## src/rtl/triple_rotate_stage.sv

```systemverilog
// triple_rotate_stage
//   Collects three words (a, b, c) from a serial valid/ready stream, rotates
//   the triple a programmable number of times (a<=b, b<=c, c<=a, all updated
//   together), then presents the result on a valid/ready output port.
//   The rotation count is sampled only with word a.

module triple_rotate_stage #(
    parameter int WIDTH = 8,
    parameter int CNT_W = 4
) (
    input  logic             clk,
    input  logic             rst_n,
    input  logic             in_valid,
    output logic             in_ready,
    input  logic [WIDTH-1:0] in_data,
    input  logic [CNT_W-1:0] rot_count,
    output logic             out_valid,
    input  logic             out_ready,
    output logic [WIDTH-1:0] out_a,
    output logic [WIDTH-1:0] out_b,
    output logic [WIDTH-1:0] out_c,
    output logic             busy
);

    typedef enum logic [1:0] {
        ST_LOAD   = 2'd0,
        ST_ROTATE = 2'd1,
        ST_OUT    = 2'd2
    } state_e;

    state_e           state_q, state_d;
    logic [1:0]       idx_q, idx_d;
    logic [WIDTH-1:0] a_q, a_d;
    logic [WIDTH-1:0] b_q, b_d;
    logic [WIDTH-1:0] c_q, c_d;
    logic [CNT_W-1:0] cnt_q, cnt_d;

    // A word is consumed only while loading; in_valid elsewhere is ignored.
    logic word_take;
    assign word_take = (state_q == ST_LOAD) && in_valid;

    // State register.
    // NOTE: sequential state uses non-blocking (<=) so every register samples
    // its pre-edge value; this is also what makes the a/b/c rotation simultaneous.
    always_ff @(posedge clk or negedge rst_n) begin
        if (!rst_n) begin
            state_q <= ST_LOAD;
        end else begin
            state_q <= state_d;
        end
    end

    // Next-state logic: LOAD -> (ROTATE) -> OUT -> LOAD.
    // NOTE: every combinational output gets a default first, so no path
    // leaves it unassigned and no latch is inferred.
    always_comb begin
        state_d = state_q;
        unique case (state_q)
            ST_LOAD: begin
                if (word_take && (idx_q == 2'd2)) begin
                    state_d = (cnt_q != '0) ? ST_ROTATE : ST_OUT;
                end
            end
            ST_ROTATE: begin
                // The edge that takes the count from 1 to 0 is the last rotation.
                if (cnt_q == CNT_W'(1)) begin
                    state_d = ST_OUT;
                end
            end
            ST_OUT: begin
                if (out_ready) begin
                    state_d = ST_LOAD;
                end
            end
            default: state_d = ST_LOAD;
        endcase
    end

    // Datapath next-state: word assembly, rotation and count decrement.
    always_comb begin
        idx_d = idx_q;
        a_d   = a_q;
        b_d   = b_q;
        c_d   = c_q;
        cnt_d = cnt_q;
        unique case (state_q)
            ST_LOAD: begin
                if (word_take) begin
                    unique case (idx_q)
                        2'd0: begin
                            a_d   = in_data;
                            cnt_d = rot_count;
                        end
                        2'd1:    b_d = in_data;
                        default: c_d = in_data;
                    endcase
                    idx_d = (idx_q == 2'd2) ? 2'd0 : idx_q + 2'd1;
                end
            end
            ST_ROTATE: begin
                a_d   = b_q;
                b_d   = c_q;
                c_d   = a_q;
                cnt_d = cnt_q - CNT_W'(1);
            end
            ST_OUT: begin
                if (out_ready) begin
                    idx_d = 2'd0;
                end
            end
            default: idx_d = 2'd0;
        endcase
    end

    // Datapath registers; reset discards any partial or in-flight triple.
    always_ff @(posedge clk or negedge rst_n) begin
        if (!rst_n) begin
            idx_q <= 2'd0;
            a_q   <= '0;
            b_q   <= '0;
            c_q   <= '0;
            cnt_q <= '0;
        end else begin
            idx_q <= idx_d;
            a_q   <= a_d;
            b_q   <= b_d;
            c_q   <= c_d;
            cnt_q <= cnt_d;
        end
    end

    // Outputs decoded from state; the triple is exposed only while offered.
    always_comb begin
        in_ready  = (state_q == ST_LOAD);
        busy      = (state_q != ST_LOAD);
        out_valid = (state_q == ST_OUT);
        out_a     = '0;
        out_b     = '0;
        out_c     = '0;
        if (state_q == ST_OUT) begin
            out_a = a_q;
            out_b = b_q;
            out_c = c_q;
        end
    end

endmodule
```

## config.mk

```make
export PLATFORM = sky130hd
export DESIGN_NAME = triple_rotate_stage
export DESIGN_NICKNAME = d
export VERILOG_FILES = /design/src/rtl/triple_rotate_stage.sv
export SDC_FILE = /design/constraint.sdc
export NUM_CORES = 1
export LEC_CHECK = 0
export CAP_MARGIN = 25
export CORE_MARGIN = 1.5
export CORE_UTILIZATION = 23
export DETAILED_ROUTE_END_ITERATION = 10
export HOLD_SLACK_MARGIN = 0.03
export PLACE_DENSITY = 0.52
export SLEW_MARGIN = 0
export SYNTH_ARGS = -nofsm -noshare
export SYNTH_HDL_FRONTEND = slang
export SYNTH_SLANG_ARGS = --single-unit
```

## constraint.sdc

```tcl
create_clock -name clk -period 1.67 [get_ports clk]
set_input_delay 0.167 -clock clk [delete_from_list [all_inputs] [get_ports clk]]
set_output_delay 0.167 -clock clk [all_outputs]
set_load 0.1 [all_outputs]
```

==> results_dict.tcl, run 1 <==
set metrics [dict create \
    outcome "finished, final reports clean" \
    synth_area_um2 2170 \
    num-nets-final 255 \
    drt_pre_antenna_iters 4 \
    synth.net_count 198 \
    worst_slew_pin_slew_ns 0.422 \
    rows 35 \
    inserted_clock_buffers 5 \
    hold_class "in -> async" \
    globalRouteOverflowTotal 0 \
    vias 1495 \
    mean_syn_cell_area_um2 12.1 \
    clkSinkCount 32 \
    clock_insertion_delay_worst_skew_ns 0.29 \
    final_count_of_pins_violating_max_slew 0 \
    post_synth_arst_share_pct 100 \
    power_per_cell_area_nw_per_um2 1820 \
    synth.area.top_cells "sky130_fd_sc_hd__dfrtp_1 (37%), sky130_fd_sc_hd__mux2_4 (22%), sky130_fd_sc_hd__a31oi_4 (7.8%)" \
    startpoint_of_the_worst_register_to_register_path "state_q[1]" \
    power.ir.vdd_worst_mv 0.668 \
    worstSetupPathType "reg -> reg" \
    rrSetupSlack_ns 0.06 \
    track_usage_pct 10.6 \
    synth-seq-area-share_pct 36.9 \
    pin_count 43 \
    finalClockSkew_ns 0.0111 \
    final-hold-violation-count 0 \
    design.core.area_um2 9200 \
    cts_tree "done" \
    synthFlopType "sky130_fd_sc_hd__dfrtp_1" \
    post_cts_hold_buffer_count 0 \
    max-slew-margin-rel_pct 71.9 \
    clock_path_buffers 2 \
    number_of_antenna_violations_at_the_first_check_in_global_routing 0 \
    critical_path.reg2reg.endpoint "b_q[6]" \
    drt_iter0_drc 37 \
    worstSetupStartpointType "flip-flop" \
    numPortBuffers 42 \
    worst-endpoint-arrival_ns 1.78 \
    yosys.area.top_type_share_pct 36.9 \
    post-route-worst-setup-slack_ns 0.0564 \
    antenna_cells_inserted 0 \
    ctsRootBufferMaster "sky130_fd_sc_hd__clkbuf_8" \
    number_of_synthesized_flops_with_an_enable_pin 0 \
    r2r.worst_path.cells 5 \
    grt_max_degree 33 \
    power.static_leakage_nw 1.45 \
    worstSetupEndpointType "flip-flop" \
    ys_seq_elements 32 \
    critical_path_required_ns 1.84 \
    vias_per_cell 4.28 \
    synth_top_cell_by_area "sky130_fd_sc_hd__dfrtp_1" \
    ctsHtreeMaxLevel 2 \
    dieWidth_um 100 \
    pre_cts_ws_ns 0.00672 \
    fin_crit_period_ns 1.61 \
    worst_setup_path_startpoint "state_q[1]" \
    drv.max_cap_violation_count 0 \
    finalCritPeriodShare_pct 96.6 \
    floorplan.initialDensity_pct 23.6 \
    fmax_ghz 0.620 \
    yosysUniqueCellTypes 39 \
    top_cells_by_instance_count_after_synthesis "sky130_fd_sc_hd__dfrtp_1 (32), sky130_fd_sc_hd__mux2_4 (32), sky130_fd_sc_hd__and2_1 (24)" \
    drt_drc_violations_left 0 \
    wire_length_of_the_first_global_routing_pass_mm 8.33 \
    gp_congestion 0.752 \
    grt_setup_unrepaired "false" \
    ant_nets 0 \
    yosys_warnings 0 \
    die_area_um2 10000 \
    dpl.hpwl_mm 3.62 \
    worstPathMaxFanout 21 \
    wirelength_mm 4.98 \
    area_delta_synth_final_pct 51.5 \
    path_clk_slew_ns 0.08 \
    drive_above_1_share_pct 52.1 \
    instance_count_of_the_mapped_netlist 180 \
    design_power_total_w 0.00597 \
    dr_wl_cell_um 14.3 \
    chipHeight_um 100 \
    fillerInstances 897 \
    grt_pass1_vias 1580 \
    totalNegativeSetupSlack_ns 0 \
    timing.final.setup_violations 0 \
]
worst max-delay path, stage by stage (launching register included):
cell                      delay [ns]
sky130_fd_sc_hd__dfrtp_2        0.42
sky130_fd_sc_hd__buf_6          0.14
sky130_fd_sc_hd__nor2b_4        0.17
sky130_fd_sc_hd__buf_12         0.20
sky130_fd_sc_hd__mux2_4         0.32
sky130_fd_sc_hd__mux2_4         0.26
per-stage QoR:
step,area [um2],utilization (%),hold slack [ns],std cells
finish,3290,35.8,0.286,349
floorplan,2220,-,-0.129,180
global placement,3150,34.2,0.520,339
global route,3290,35.8,0.338,349
detailed placement,3150,34.2,0.525,339
CTS,3270,35.6,0.311,348
placed cells by master (no fill, tap or decap), types with 3 or more instances in the layout:
cell	instances
sky130_fd_sc_hd__nand2_1	18
sky130_fd_sc_hd__clkbuf_8	5
sky130_fd_sc_hd__clkdlybuf4s50_1	15
sky130_fd_sc_hd__buf_12	31
sky130_fd_sc_hd__and2_1	5
sky130_fd_sc_hd__a21oi_1	6
sky130_fd_sc_hd__and2_2	10
sky130_fd_sc_hd__dfrtp_1	31
sky130_fd_sc_hd__mux2_4	32
sky130_fd_sc_hd__a31oi_4	8
sky130_fd_sc_hd__and2_4	9
sky130_fd_sc_hd__buf_4	13
sky130_fd_sc_hd__mux2i_1	3
sky130_fd_sc_hd__inv_1	4
sky130_fd_sc_hd__nor3_1	10
worst max path at each step:
stage	to	slack, ns	cells past startpoint
3_3_place_gp	b_q[5]	0.05	5
3_5_place_dp	cnt_q[3]	0.007	5
5_1_grt	out_c[3]	0.01	4
2_1_floorplan	busy	-0.23	3
6_report	b_q[6]	0.06	5
4_1_cts	out_c[5]	0.04	4
per-layer routing:
| metal | part of all wire [%] | vias to the layer above | global-route usage [%] |
|---|---|---|---|
| li1 | - | 754 | - |
| met1 | 51 | 715 | 15.1 |
| met2 | 46 | 24 | 16.2 |
| met3 | 2.5 | 2 | 2.58 |
| met4 | 0.60 | 0 | 2.60 |
| met5 | 0 | - | 0 |
flip-flops by register name, indices dropped and copies added (netlist names):
name,flops
a_q,8
b_q,8
c_q,8
cnt_q,4
idx_q,2
state_q,2
cell type report:
class | instances | area, um2 | area share, %
Clock buffer | 5 | 68.8 | 2.09
Clock inverter | 3 | 42.5 | 1.29
Inverter | 4 | 15.0 | 0.457
Multi-Input combinational cell | 133 | 1330 | 40.4
Sequential cell | 32 | 802 | 24.4
Tap cell | 111 | 139 | 4.22
Timing Repair Buffer | 61 | 891 | 27.1
where the power goes:
group / total, W / internal [W] / switching, W
registers: 0.00154 / 0.00119 / 0.000351
clock network: 0.000758 / 0.000442 / 0.000316
logic: 0.00367 / 0.00210 / 0.00156
total: 0.00597 / 0.00374 / 0.00223
cells by family (layout without fill, tap and decap cells):
logic type	Yosys count	in the layout	share of synthesized area (%)
and+or+nand+nor	67	67	18.2
muxes	37	37	24.6
DFF	32	32	36.9
AOI/OAI and AO/OA	27	27	14.8
buffers and inverters	15	73	4.38
adders and majority gates	2	2	1.15
repair_timing:
item	in CTS	in global routing
gates resized for setup	3	2
setup endpoints to repair	24	16
setup buffers	1	1
Power figures use the tool's default switching activity.
==> inputs of run 2 (changes only) <==
--- a/config.mk
+++ b/config.mk
@@ -6,8 +6,9 @@
 export NUM_CORES = 1
 export LEC_CHECK = 0
 export CAP_MARGIN = 25
-export CORE_MARGIN = 1.5
+export CORE_MARGIN = 2
 export CORE_UTILIZATION = 23
+export CTS_CLUSTER_SIZE = 24
 export DETAILED_ROUTE_END_ITERATION = 10
 export HOLD_SLACK_MARGIN = 0.03
 export PLACE_DENSITY = 0.52
==> results_dict.tcl, run 2 (same netlist as run 1, synthesis figures left out) <==
set metrics [dict create \
    drt_iter0_drc 63 \
    grt_setup_unrepaired "true" \
    power_per_cell_area_nw_per_um2 1830 \
    grt_max_degree 33 \
    largest_registers "a_q x8, b_q x8, c_q x8" \
    dr_wl_cell_um 14.4 \
    vias 1543 \
    post_cts_hold_buffer_count 0 \
    antenna_cells_inserted 0 \
    worstSetupPathType "reg -> reg" \
    ctsHtreeMaxLevel 2 \
    num-nets-final 257 \
    inserted_clock_buffers 5 \
    number_of_antenna_violations_at_the_first_check_in_global_routing 0 \
    die_area_um2 10200 \
    worstPathMaxFanout 10 \
    finalCritPeriodShare_pct 98.1 \
    numPortBuffers 42 \
    ctsRootBufferMaster "sky130_fd_sc_hd__clkbuf_8" \
    drt_drc_violations_left 0 \
    fmax_ghz 0.611 \
    critical_path.max_stage_delay_ns 0.45 \
    clock_insertion_delay_worst_skew_ns 0.29 \
    drive_above_1_share_pct 52.5 \
    dpl_cell_area_um2 3150 \
    drv.max_cap_violation_count 0 \
    clock_path_buffers 2 \
    dpl.hpwl_mm 3.63 \
    clkSinkCount 32 \
    worst-endpoint-arrival_ns 1.81 \
    power.ir.vdd_worst_mv 0.685 \
    wire_length_of_the_first_global_routing_pass_mm 8.34 \
    seqCellArea_um2 802 \
    track_usage_pct 10.4 \
    fin_crit_period_ns 1.64 \
    floorplan.initialDensity_pct 23.6 \
    fin_worst_hold_slack_ns 0.283 \
    final-hold-violation-count 0 \
    cts_tree "done" \
    final_count_of_pins_violating_max_slew 0 \
    max-slew-margin-rel_pct 71.4 \
    area_of_combinational_cells_with_multiple_inputs_um2 1330 \
    drt_pre_antenna_iters 4 \
    ant_nets 0 \
    postLayoutCellArea_um2 3330 \
    path_clk_slew_ns 0.07 \
    outcome "finished, final reports clean" \
    worst_slew_pin_slew_ns 0.429 \
    finalClockSkew_ns 0.00958 \
    area_delta_synth_final_pct 53.4 \
    design_power_total_w 0.00611 \
    worstSetupEndpointType "flip-flop" \
    power.static_leakage_nw 1.47 \
    grt_pass1_vias 1624 \
    pin_count 43 \
    rows 35 \
    final_cell_mix "sky130_fd_sc_hd__mux2_4 (32), sky130_fd_sc_hd__buf_12 (32), sky130_fd_sc_hd__dfrtp_1 (31)" \
    cpMostUsedCell "sky130_fd_sc_hd__mux2_4" \
    design.core.area_um2 9200 \
    hold_class "in -> async" \
    dieWidth_um 101 \
    chipHeight_um 101 \
    timing.final.setup_violations 0 \
    wirelength_mm 5.06 \
    critical_path_required_ns 1.84 \
    fillerInstances 923 \
    critical_path.cell_chain "buf_4, nor2b_4, buf_12, mux2_4, mux2_4" \
    slowest_stage "sky130_fd_sc_hd__dfrtp_2" \
    globalRouteOverflowTotal 0 \
    final_util_pct 36.2 \
    totalNegativeSetupSlack_ns 0 \
    gp_congestion 0.717 \
    worstSetupStartpointType "flip-flop" \
    vias_per_cell 4.40 \
]
## run 2: cell type report
class	count	share of cell area (%)
Multi-Input combinational cell	133	40.0
Tap cell	111	4.17
Clock buffer	5	2.07
Clock inverter	3	1.28
Timing Repair Buffer	63	28.0
Sequential cell	32	24.1
Inverter	4	0.451
## run 2: repair_timing
action	CTS	global route
gates resized for setup	3	2
endpoints found under the setup margin	24	25
endpoints found under the hold margin	0	0
buffers inserted	1	3
gates cloned	0	1
## run 2: routing by layer
metal | vias up | track usage [%] | share of wire [%]
met5 | - | 0 | 0
met4 | 0 | 2.49 | 0.40
met3 | 2 | 2.48 | 4.0
met2 | 34 | 16.3 | 47
met1 | 752 | 14.5 | 48
li1 | 755 | - | -
## run 2: power by group
group / internal [W] / leakage (nW) / switching (W)
Sequential: 0.00119 / 0.375 / 0.000385
Clock: 0.000442 / 0.0541 / 0.000317
Combinational: 0.00221 / 1.04 / 0.00156
Total: 0.00385 / 1.47 / 0.00226
## run 2: critical path: cells and delay by family, from the launching register on
kind	cells	cell delay, ns
simple gates	1	0.18
flops	1	0.45
mux	2	0.55
buf+inv	2	0.33
## run 2: final timing paths
path                       slack (ns)  cells after the start          to    startpoint
max in group asynchronous        1.06                      2  state_q[1]         rst_n
max reg2reg                      0.03                      5      b_q[4]    state_q[1]
min in group clk                 0.53                      3    cnt_q[0]  rot_count[0]
max                              0.03                      5      b_q[4]    state_q[1]
min reg2reg                      0.55                      1      c_q[3]        c_q[3]
min                              0.28                      2    cnt_q[2]         rst_n
## run 2: through the flow
stage / setup WS, ns / instances
3_5_place_dp: 0.0331 / 338
5_1_grt: -0.00825 / 351
4_1_cts: 0.0251 / 347
2_1_floorplan: -0.225 / 180
6_report: 0.0323 / 351
3_3_place_gp: 0.0394 / 338
==> inputs of run 3 (changes only) <==
--- a/config.mk
+++ b/config.mk
@@ -7,11 +7,13 @@
 export LEC_CHECK = 0
 export CAP_MARGIN = 25
 export CORE_MARGIN = 2
-export CORE_UTILIZATION = 23
+export CORE_UTILIZATION = 48
 export CTS_CLUSTER_SIZE = 24
 export DETAILED_ROUTE_END_ITERATION = 10
+export GPL_ROUTABILITY_DRIVEN = 0
+export GPL_TIMING_DRIVEN = 0
 export HOLD_SLACK_MARGIN = 0.03
-export PLACE_DENSITY = 0.52
+export PLACE_DENSITY = 0.85
 export SLEW_MARGIN = 0
 export SYNTH_ARGS = -nofsm -noshare
 export SYNTH_HDL_FRONTEND = slang
==> results_dict.tcl, run 3 (same netlist as run 1, synthesis figures left out) <==
set metrics [dict create \
    rrSetupSlack_ns 0.03 \
    die_area_um2 5080 \
    path_clk_slew_ns 0.07 \
    antenna_cells_inserted 0 \
    final-hold-violation-count 0 \
    pre_cts_ws_ns -1.15 \
    clkSinkCount 32 \
    area_of_combinational_cells_with_multiple_inputs_um2 1330 \
    drt_drc_violations_left 0 \
    wirelength_mm 5.35 \
    power_per_cell_area_nw_per_um2 1900 \
    r2r.worst_path.cells 5 \
    chipHeight_um 71.3 \
    pin_count 43 \
    ctsRootBufferMaster "sky130_fd_sc_hd__clkbuf_8" \
    fin_crit_period_ns 1.67 \
    worst_slew_pin_slew_ns 0.743 \
    drv.max_cap_violation_count 0 \
    drt_iter0_drc 100 \
    ctsHtreeMaxLevel 2 \
    floorplan.initialDensity_pct 49.9 \
    grt_max_degree 33 \
    worstSetupStartpointType "flip-flop" \
    critical_path_required_ns 1.50 \
    rows 24 \
    grt_pass1_vias 1645 \
    area_delta_synth_final_pct 42.7 \
    hold_class "in -> async" \
    drt_pre_antenna_iters 4 \
    worst-endpoint-arrival_ns 1.50 \
    power.ir.vdd_worst_mv 0.878 \
    route.met2.wl_mm 2.71 \
    layout_commonest_cell "sky130_fd_sc_hd__mux2_4" \
    numPortBuffers 42 \
    vias_per_cell 5.74 \
    vias 1659 \
    worstSetupPathType "reg -> out" \
    critical_path.reg2reg.endpoint "b_q[4]" \
    clock_insertion_delay_worst_skew_ns 0.30 \
    worstPathMaxFanout 8 \
    number_of_antenna_violations_at_the_first_check_in_global_routing 0 \
    num-nets-final 254 \
    worstSetupEndpointType "output pin" \
    grt_setup_unrepaired "true" \
    track_usage_pct 20.7 \
    ant_nets 0 \
    max-slew-margin-rel_pct 50.4 \
    detailroute.wirelength.met3_um 222 \
    seqCellArea_um2 803 \
    largest_registers "a_q x8, b_q x8, c_q x8" \
    design_power_total_w 0.00587 \
    met1_length_mm 2.27 \
    fmax_ghz 0.600 \
    inserted_clock_buffers 5 \
    cts_tree "done" \
    dpl.hpwl_mm 3.39 \
    clock_path_buffers 2 \
    startpoint_of_the_worst_register_to_register_path "state_q[1]" \
    globalRouteOverflowTotal 0 \
    highest-signal-layer "met4" \
    dr_wl_cell_um 18.5 \
    wire_length_of_the_first_global_routing_pass_mm 8.16 \
    timing.final.setup_violations 0 \
    final_count_of_pins_violating_max_slew 0 \
    power.static_leakage_nw 1.40 \
    drive_above_1_share_pct 51.9 \
    fillerInstances 289 \
    post-route-worst-setup-slack_ns 0.00357 \
    final_cell_mix "sky130_fd_sc_hd__mux2_4 (32), sky130_fd_sc_hd__dfrtp_1 (30), sky130_fd_sc_hd__nand2_1 (18)" \
    dieWidth_um 71.3 \
    outcome "finished, final reports clean" \
    final_util_pct 71.1 \
    design.core.area_um2 4350 \
    finalClockSkew_ns 0.00421 \
    finalCritPeriodShare_pct 99.8 \
]
run 3: cell types whose count changed in the layout (fill, tap and decap cells not counted), moves of 3 or more:
cell | previous run | this run
sky130_fd_sc_hd__buf_12 | 32 | 17
sky130_fd_sc_hd__buf_8 | 0 | 6
sky130_fd_sc_hd__and2_2 | 10 | 5
sky130_fd_sc_hd__and2_4 | 9 | 14
sky130_fd_sc_hd__buf_6 | 1 | 5
sky130_fd_sc_hd__buf_2 | 0 | 3
sky130_fd_sc_hd__buf_4 | 14 | 11
run 3: timing repair:
action                                  in CTS  in global routing
hold endpoints to repair                    32                  0
endpoints found under the setup margin      27                 43
resized for setup                          215                 25
hold buffers                                 1                  0
cloned                                       0                  2
buffers inserted                             1                  3
run 3: how the worst max path moves through the flow:
stage,slack (ns),depth (start not counted),to,from
final,0.004,5,out_a[1],state_q[1]
after global routing,-0.03,5,out_a[1],state_q[1]
after CTS,-0.01,4,out_a[0],state_q[0]
after detailed placement,-1.15,4,out_a[0],state_q[1]
after global placement,-1.05,4,out_a[0],state_q[1]
after floorplan,-0.23,3,busy,state_q[1]
run 3: power breakdown:
group / internal, W / leakage, nW / switching, W / total (W)
clock network: 0.000441 / 0.0541 / 0.000323 / 0.000765
registers: 0.00119 / 0.374 / 0.000383 / 0.00158
logic: 0.00193 / 0.971 / 0.00160 / 0.00353
run 3: area by class of cell:
class,count,area share (%)
plain buffers,11,3.39
inverters,4,0.485
well taps,52,2.10
clock inverters,3,1.37
clock buffers,5,2.22
flip-flops and latches,32,25.9
multi-input cells,133,43.0
repair buffers,49,21.5
run 3: through the flow:
stage | area (um2) | cells | hold WS [ns] | TNS [ns]
final | 3100 | 289 | 0.476 | 0
after floorplan | 2220 | 180 | -0.129 | -0.276
after global placement | 2700 | 274 | 0.517 | -31.31
after detailed placement | 2700 | 274 | 0.270 | -26.41
after global routing | 3100 | 289 | 0.541 | -0.272
after CTS | 2970 | 284 | 0.490 | -0.0202
run 3: worst max-delay path, cell delays in order (launching register included):
cell,delay [ns]
sky130_fd_sc_hd__dfrtp_2,0.42
sky130_fd_sc_hd__nor2b_4,0.14
sky130_fd_sc_hd__buf_12,0.14
sky130_fd_sc_hd__clkbuf_16,0.14
sky130_fd_sc_hd__and2_2,0.20
sky130_fd_sc_hd__buf_12,0.17
run 3: layer usage:
layer	track usage [%]	vias to the layer above
met5	0	-
met4	7.76	0
met3	4.50	16
met2	35.7	59
met1	25.5	829
li1	-	755
